**config.mk**
```make
export PLATFORM = sky130hd
export DESIGN_NAME = io_port_bank
export DESIGN_NICKNAME = d
export VERILOG_FILES = /design/src/rtl/io_port_bank.sv
export SDC_FILE = /design/constraint.sdc
export NUM_CORES = 1
export LEC_CHECK = 0
export BUFFER_PORTS_ARGS = -buffer_cell sky130_fd_sc_hd__buf_2
export CAP_MARGIN = 20
export CORE_ASPECT_RATIO = 0.7
export CORE_MARGIN = 2
export CORE_UTILIZATION = 50
export CTS_CLUSTER_DIAMETER = 200
export DETAILED_ROUTE_END_ITERATION = 6
export PLACE_DENSITY = 0.85
export SYNTH_ARGS = -nofsm -noshare
export SYNTH_HDL_FRONTEND = slang
export SYNTH_SLANG_ARGS = --single-unit
export TNS_END_PERCENT = 20
```
**constraint.sdc**
```tcl
create_clock -name clk -period 2.6 [get_ports clk]
set_clock_uncertainty 0.1 [all_clocks]
set_input_delay 0.13 -clock clk [delete_from_list [all_inputs] [get_ports clk]]
set_output_delay 0.13 -clock clk [all_outputs]
set_load 0.01 [all_outputs]
```
**src/rtl/io_port_bank.sv**
```systemverilog
// io_port_bank: memory-mapped bank of CHANNELS general-purpose I/O ports.
// Each channel has 8 byte registers: OUT, OUT_SET, OUT_CLR, OUT_TGL, IN,
// IRQ_MASK, IRQ_STAT, and one reserved slot.
// Reads are registered, so data appears one cycle after the address.
// Input pins pass through a 2-flop synchroniser before IN can read them.
// Optional feature macro: IO_PORT_BANK_IRQ_EN. It enables rising-edge interrupt
// capture into IRQ_STAT and the irq output. Without it, IRQ_MASK and IRQ_STAT
// read 0 and irq is tied to 0.
module io_port_bank #(
   parameter logic [15:0] BASE_ADDR = 16'h8400,
   parameter int unsigned WIDTH     = 8,
   parameter int unsigned CHANNELS  = 2
) (
   input  logic                         clk,
   input  logic                         reset_n,
   input  logic [15:0]                  addr,
   input  logic [7:0]                   wr_data,
   input  logic                         we,
   output logic [7:0]                   rd_data,
   output logic                         rd_hit,
   output logic [CHANNELS*WIDTH-1:0]    port_out,
   input  logic [CHANNELS*WIDTH-1:0]    port_in,
   output logic                         irq
);

   typedef enum logic [2:0] {
      REG_OUT  = 3'd0,
      REG_SET  = 3'd1,
      REG_CLR  = 3'd2,
      REG_TGL  = 3'd3,
      REG_IN   = 3'd4,
      REG_MASK = 3'd5,
      REG_STAT = 3'd6,
      REG_RSVD = 3'd7
   } reg_e;

   typedef logic [CHANNELS-1:0][WIDTH-1:0] bank_t;

   logic [15:0]      offset;
   logic             hit;
   logic [2:0]       ch_sel;
   reg_e             reg_sel;
   logic [WIDTH-1:0] wd;
   logic [CHANNELS-1:0] ch_wr;

   bank_t out_q;
   bank_t sync1_q;
   bank_t sync2_q;
   bank_t mask_v;
   bank_t stat_v;
   logic [WIDTH-1:0] rd_val;

   // Addresses below BASE_ADDR wrap to a large offset and therefore miss.
   assign offset  = addr - BASE_ADDR;
   assign hit     = (offset < 16'(8 * CHANNELS));
   assign ch_sel  = offset[5:3];
   assign reg_sel = reg_e'(addr[2:0]);
   assign wd      = wr_data[WIDTH-1:0];

   // Per-channel write enable from the decoded address.
   always_comb begin
      ch_wr = '0;
      for (int unsigned c = 0; c < CHANNELS; c++) begin
         ch_wr[c] = we && hit && (32'(ch_sel) == c);
      end
   end

   // OUT registers with direct, set, clear and toggle write modes.
   always_ff @(posedge clk or negedge reset_n) begin
      if (!reset_n) begin
         out_q <= '0;
      end else begin
         for (int unsigned c = 0; c < CHANNELS; c++) begin
            if (ch_wr[c]) begin
               case (reg_sel)
                  REG_OUT: out_q[c] <= wd;
                  REG_SET: out_q[c] <= out_q[c] | wd;
                  REG_CLR: out_q[c] <= out_q[c] & ~wd;
                  REG_TGL: out_q[c] <= out_q[c] ^ wd;
                  default: ;
               endcase
            end
         end
      end
   end

   assign port_out = out_q;

   // Two-stage synchroniser for the asynchronous input pins.
   always_ff @(posedge clk or negedge reset_n) begin
      if (!reset_n) begin
         sync1_q <= '0;
         sync2_q <= '0;
      end else begin
         sync1_q <= port_in;
         sync2_q <= sync1_q;
      end
   end

`ifdef IO_PORT_BANK_IRQ_EN
   bank_t mask_q;
   bank_t stat_q;
   bank_t prev_q;
   bank_t rise;

   assign rise = sync2_q & ~prev_q;

   // Interrupt mask, edge history and sticky status bits.
   // An edge is ORed in after the W1C clear, so a coincident edge wins.
   always_ff @(posedge clk or negedge reset_n) begin
      if (!reset_n) begin
         mask_q <= '0;
         stat_q <= '0;
         prev_q <= '0;
      end else begin
         prev_q <= sync2_q;
         for (int unsigned c = 0; c < CHANNELS; c++) begin
            if (ch_wr[c] && (reg_sel == REG_MASK)) begin
               mask_q[c] <= wd;
            end
            stat_q[c] <= (stat_q[c] & ~((ch_wr[c] && (reg_sel == REG_STAT)) ? wd : '0))
                         | rise[c];
         end
      end
   end

   assign mask_v = mask_q;
   assign stat_v = stat_q;
   assign irq    = |(stat_q & mask_q);
`else
   assign mask_v = '0;
   assign stat_v = '0;
   assign irq    = 1'b0;
`endif

   // Read mux; it uses pre-write register values, so read-during-write returns old data.
   always_comb begin
      rd_val = '0;
      for (int unsigned c = 0; c < CHANNELS; c++) begin
         if (hit && (32'(ch_sel) == c)) begin
            case (reg_sel)
               REG_OUT, REG_SET, REG_CLR, REG_TGL: rd_val = out_q[c];
               REG_IN:   rd_val = sync2_q[c];
               REG_MASK: rd_val = mask_v[c];
               REG_STAT: rd_val = stat_v[c];
               default:  rd_val = '0;
            endcase
         end
      end
   end

   // Registered read data and hit flag, one cycle after the address.
   always_ff @(posedge clk or negedge reset_n) begin
      if (!reset_n) begin
         rd_data <= '0;
         rd_hit  <= 1'b0;
      end else begin
         rd_data <= 8'(rd_val);
         rd_hit  <= hit;
      end
   end

endmodule

```
=== After elaboration in Yosys (flattened, before gate mapping) ===
Cells that the tools add are included.

* Bits in registers: 57
* Bits in latches: 0
* Bits in writable memories: 0
* ROM bits: 0
* Input bits: 43
* Word-level logic and storage cells: 39
* Memories kept: 0

* $add $sub $neg: 1
* Multiply operators: 0
* Div/mod/pow operators: 0
* $lt $le $gt $ge: 1
* Equal/unequal tests: 5
* Shifts and indexed selects: 0
* Muxes and demuxes: 6
* Bitwise operators: 7
* Reduce and logical (&&, ||, !) cells: 11

{| class="wikitable"
|+ Operators with widths
! operator !! count
|-
| $pmux W8 S4 || 2
|-
| $pmux W8 S2 || 2
|-
| $and A8 B8 Y8 || 2
|-
| $lt A16 B5 Y1 const B || 1
|-
| $mux W8 || 2
|-
| $or A8 B8 Y8 || 2
|-
| $sub A16 B16 Y16 const B || 1
|-
| $xor A8 B8 Y8 || 2
|-
| $not A8 Y8 || 1
|-
| $eq A3 B1 Y1 const B || 2
|-
| $eq A3 B2 Y1 const B || 2
|-
| $logic_not A3 Y1 || 2
|-
| $logic_and A1 B1 Y1 || 5
|-
| $reduce_and A2 Y1 || 2
|-
| $reduce_bool A4 Y1 || 1
|-
| $reduce_or A4 Y1 || 1
|-
| $eq A3 B3 Y1 const B || 1
|}

=== Longest topological paths before layout ===
* Depth after elaboration: 5
* Depth in mapped cells: 6

=== Worst setup path after synthesis ===
Ideal clock, no wire load.

* Path kind: input port to flip-flop
* Start point: in addr[13]
* End point: reg out_q, in the netlist port_out[2]
* Data arrival time: 1.525 ns
* Slack: 0.854 ns
* Cell stages on the path: 5
* Path buffers: 1
* Cells stage by stage: or4_4 -> or4_4 -> buf_6 -> a21oi_2 -> a21oi_1

* Cells in the longest elaborated chain, start to end: 5

{| class="wikitable"
|+ RTL lines
! element !! RTL line !! text
|-
| start: declaration || 16 || <nowiki>input logic [15:0] addr,</nowiki>
|-
| $sub A16 B16 Y16 || 54 || <nowiki>assign offset = addr - BASE_ADDR;</nowiki>
|-
| $lt A16 B5 Y1 || 55 || <nowiki>assign hit = (offset < 16'(8 * CHANNELS));</nowiki>
|-
| $logic_and A1 B1 Y1 (2 in series) || 64 || <nowiki>ch_wr[c] = we && hit && (32'(ch_sel) == c);</nowiki>
|-
| $reduce_and A2 Y1 (no line) || - ||
|-
| end signal: indexed assignment || 76 || <nowiki>REG_OUT: out_q[c] <= wd;</nowiki>
|-
| end signal: indexed assignment || 77 || <nowiki>REG_SET: out_q[c] <= out_q[c] | wd;</nowiki>
|-
| end signal: indexed assignment || 78 || <nowiki>REG_CLR: out_q[c] <= out_q[c] & ~wd;</nowiki>
|-
| end: declaration || 46 || <nowiki>bank_t out_q;</nowiki>
|}

No other way between the ends.
A chain may end at the register's enable or synchronous reset.

=== Worst setup path after layout ===
* Start point: in addr[13]
* End point: reg out_q, in the netlist port_out[1]

Same word-level chain as after synthesis.

==> results.sh <==
export IMPL_status="finished, final reports clean"
export IMPL_drc=0
export IMPL_startpoint_type="input pin"
export IMPL_crit_family="simple AND/OR/NAND/NOR gates"
export IMPL_placed_cell_area_mm2=0.00339
export IMPL_cp_cell_sequence="buf_2 -> or4_4 -> or4_4 -> a21oi_1 -> a21oi_1"
export IMPL_hold_class="input pin to flop"
export IMPL_cts_sinks=57
export IMPL_tns_ns=0
export IMPL_design_die_area_mm2=0.00666
export IMPL_placementRows=23
export IMPL_ant_nets=0
export IMPL_synth_top_area_share_pct=47.4
export IMPL_num_io_pins=69
export IMPL_finalWirelength_um=6990
export IMPL_postLayoutCoreUtil_pct=66.0
export IMPL_die_y_um=68.9
export IMPL_maxCapViolations=0
export IMPL_crit_cells=5
export IMPL_met2_length_um=3300
export IMPL_synth_area_top_cells="dfrtp_1 (47%), ha_1 (13%), inv_1 (3.9%)"
export IMPL_slowest_delay_ns=0.63
export IMPL_core_area_mm2=0.00576
export IMPL_avgRoutedWirePerCell_um=15.4
export IMPL_area_delta_synth_final_pct=26.3
export IMPL_critPathBufInv=1
export IMPL_end_kind="flop"
export IMPL_rsz0062_at_grt="false"
export IMPL_clk_pin_slew_ns=0.07
export IMPL_cts_buffers=9
export IMPL_hold_depth=3
export IMPL_diodes=0
export IMPL_drt_first_pass_iters=4
export IMPL_antenna_found_initial=0
export IMPL_hold_viol_final=0
export IMPL_powerDensity_mw_per_mm2=535
export IMPL_path_max_fanout=12
export IMPL_worstSetupPathType="input pin to flop"
export IMPL_setup_viol=0
export IMPL_fin_nets=449
export IMPL_synth_top_cell_by_area="dfrtp_1"
export IMPL_globalplace_congestion=0.799
export IMPL_cts_tree="built"
export IMPL_first_global_vias=2268
export IMPL_period_minus_slack_ns=1.59
export IMPL_root_buffer="clkbuf_8"
export IMPL_fin_area_mm2=0.00380
export IMPL_cp_slowest_cell="or4_4"
export IMPL_crit_required_ns=2.73
export IMPL_syn_mean_instance_area_um2=10.4
export IMPL_io_buffers=67
export IMPL_grt_pass1_wl_um=11600
export IMPL_track_usage_pct=22.9
export IMPL_grt_max_degree=58
export IMPL_timing_fmax_mhz=627
export IMPL_grt_overflow=0
export IMPL_drive_above_1_share_pct=24.6
export IMPL_num_vias=2439
export IMPL_clk_insertion_delay_late_ns=0.34
export IMPL_initial_core_util_pct=52.3
export IMPL_clk_path_buf_depth=2
export IMPL_die_w_um=96.7
export IMPL_wl_met1_um=3090
export IMPL_ys_warn_count=0
export IMPL_synth_seq_cells=57
export IMPL_via_per_inst=5.38
export IMPL_final_max_slew_viol_count=0
export IMPL_synth_seq_area_share_pct=47.4
export IMPL_arrival_ns=1.72
export IMPL_dp_hpwl_um=4560
export IMPL_yosysUniqueCellTypes=40
export IMPL_htreeDepth=3
export IMPL_power_leakage_nw=1.89
export IMPL_maxSlewHeadroom_pct=53.4
export IMPL_routed_top_layer="met4"
export IMPL_rr_worst_depth=6
export IMPL_worst_slew_pin_transition_ns=0.699
export IMPL_fin_crit_sh_pct=61.3
export IMPL_vdd_ir_drop_max_v=0.000440
export IMPL_syn_instance_count=290
export IMPL_dr_wl_met3_um=526
export IMPL_netlist_area_mm2=0.00301
export IMPL_synth_nets=365
export IMPL_dr_first_iter_drc_count=244
[what timing repair did]
item	4_1_cts	5_1_grt
hold buffers	19	0
setup endpoints to repair	0	0
buffers inserted	0	0
endpoints found under the hold margin	76	0
resized for setup	0	0
[report_power, final]
group / internal (mW) / switching (mW)
Sequential: 0.913 / 0.00713
Combinational: 0.0935 / 0.118
Clock: 0.557 / 0.346
Total: 1.56 / 0.471
[worst reg2reg max path, delay by kind of cell, from the launching register on]
family                     cells  cell delay [ns]
AOI/OAI and AO/OA              3             0.42
adders and majority gates      1             0.26
buffers and inverters          1             0.08
DFF                            1             0.43
and+or+nand+nor                1             0.14
[final timing paths]
check	endpoint	slack (ns)	startpoint
setup / recovery	port_out[1]$_DFFE_PN0P_	1.01	addr[13]
hold / removal	port_out[2]$_DFFE_PN0P_	0.04	wr_data[2]
setup reg to reg	port_out[9]$_DFFE_PN0P_	1.05	port_out[9]$_DFFE_PN0P_
hold reg to reg	sync2_q[0]$_DFF_PN0_	0.24	sync1_q[0]$_DFF_PN0_
max in group asynchronous	sync2_q[9]$_DFF_PN0_	1.59	reset_n
min in group asynchronous	sync1_q[13]$_DFF_PN0_	0.34	reset_n
[state kept, by name, indices dropped and copies added (netlist names)]
signal    cells
port_out     16
rd_data       8
sync1_q      16
sync2_q      16
rd_hit        1
[cell usage after synthesis (all sizes together)]
cell and count:
a21oi 16, o211a 1, nor2b 6, a21o 2, nor4 2, nand2 19, clkbuf 12, nor3 1
or3 1, nand4bb 1, o22a 2, or4 4, or3b 1, o211ai 6, conb 1, nor2 16
a31oi 3, nor3b 3, a211oi 8, a32oi 1, ha 32, buf 6, o221ai 5, mux2i 8
o21ai 14, a22oi 11, nand2b 5, and2 2, a221oi 8, nand3b 1, dfrtp 57, o21bai 4
inv 31
[area by class of cell]
class,instances,area [um2]
clock buffer,10,138
clock inverter,5,80.1
fill,426,1960
inverter,31,116
multi-input combinational,184,1380
sequential,57,1430
tap,75,93.8
timing repair buffer,91,563
[metrics by stage]
| stage | std cells | hold WS (ns) | power (mW) | setup slack [ns] |
|---|---|---|---|---|
| floorplan | 290 | -0.266 | 1.04 | 0.854 |
| global placement | 419 | 0.137 | 1.11 | 0.707 |
| detailed placement | 419 | 0.139 | 1.12 | 0.682 |
| CTS | 453 | 0.0214 | 2.05 | 1.02 |
| global route | 453 | 0.0257 | 2.12 | 0.908 |
| finish | 453 | 0.0363 | 2.03 | 1.01 |
[routing by layer]
metal  vias up  GRT usage, %
li1       1187             -
met1      1144          29.4
met2        95          38.2
met3        13          5.95
met4         0          8.80
met5         -             0
[layout by cell type (no fill, tap or decap), drive strengths merged]
master | synthesis | layout
buf | 6 | 72
dfrtp | 57 | 57
ha | 32 | 32
inv | 31 | 31
nand2 | 19 | 19
dlygate4sd3 | 0 | 19
nor2 | 16 | 16
a21oi | 16 | 16
o21ai | 14 | 14
a22oi | 11 | 11
clkbuf | 12 | 10
a221oi | 8 | 8
a211oi | 8 | 8
mux2i | 8 | 8
nor2b | 6 | 6
o211ai | 6 | 6
nand2b | 5 | 5
o221ai | 5 | 5
o21bai | 4 | 4
or4 | 4 | 4
a31oi | 3 | 3
nor3b | 3 | 3
and2 | 2 | 2
a21o | 2 | 2
o22a | 2 | 2
bufinv | 0 | 2
clkinvlp | 0 | 2
nor4 | 2 | 2
nor3 | 1 | 1
nand4bb | 1 | 1
or3 | 1 | 1
nand3b | 1 | 1
a32oi | 1 | 1
o211a | 1 | 1
or3b | 1 | 1
conb | 1 | 1
clkinv | 0 | 1
[kinds of logic after synthesis]
logic type / synth area share [%]
and+or+nand+nor: 11.4
muxes: 2.66
buffers and inverters: 6.61
other: 0.125
DFF: 47.4
AOI/OAI and AO/OA: 18.5
adders and majority gates: 13.3
Note: power is estimated with default switching activity, not from simulation.
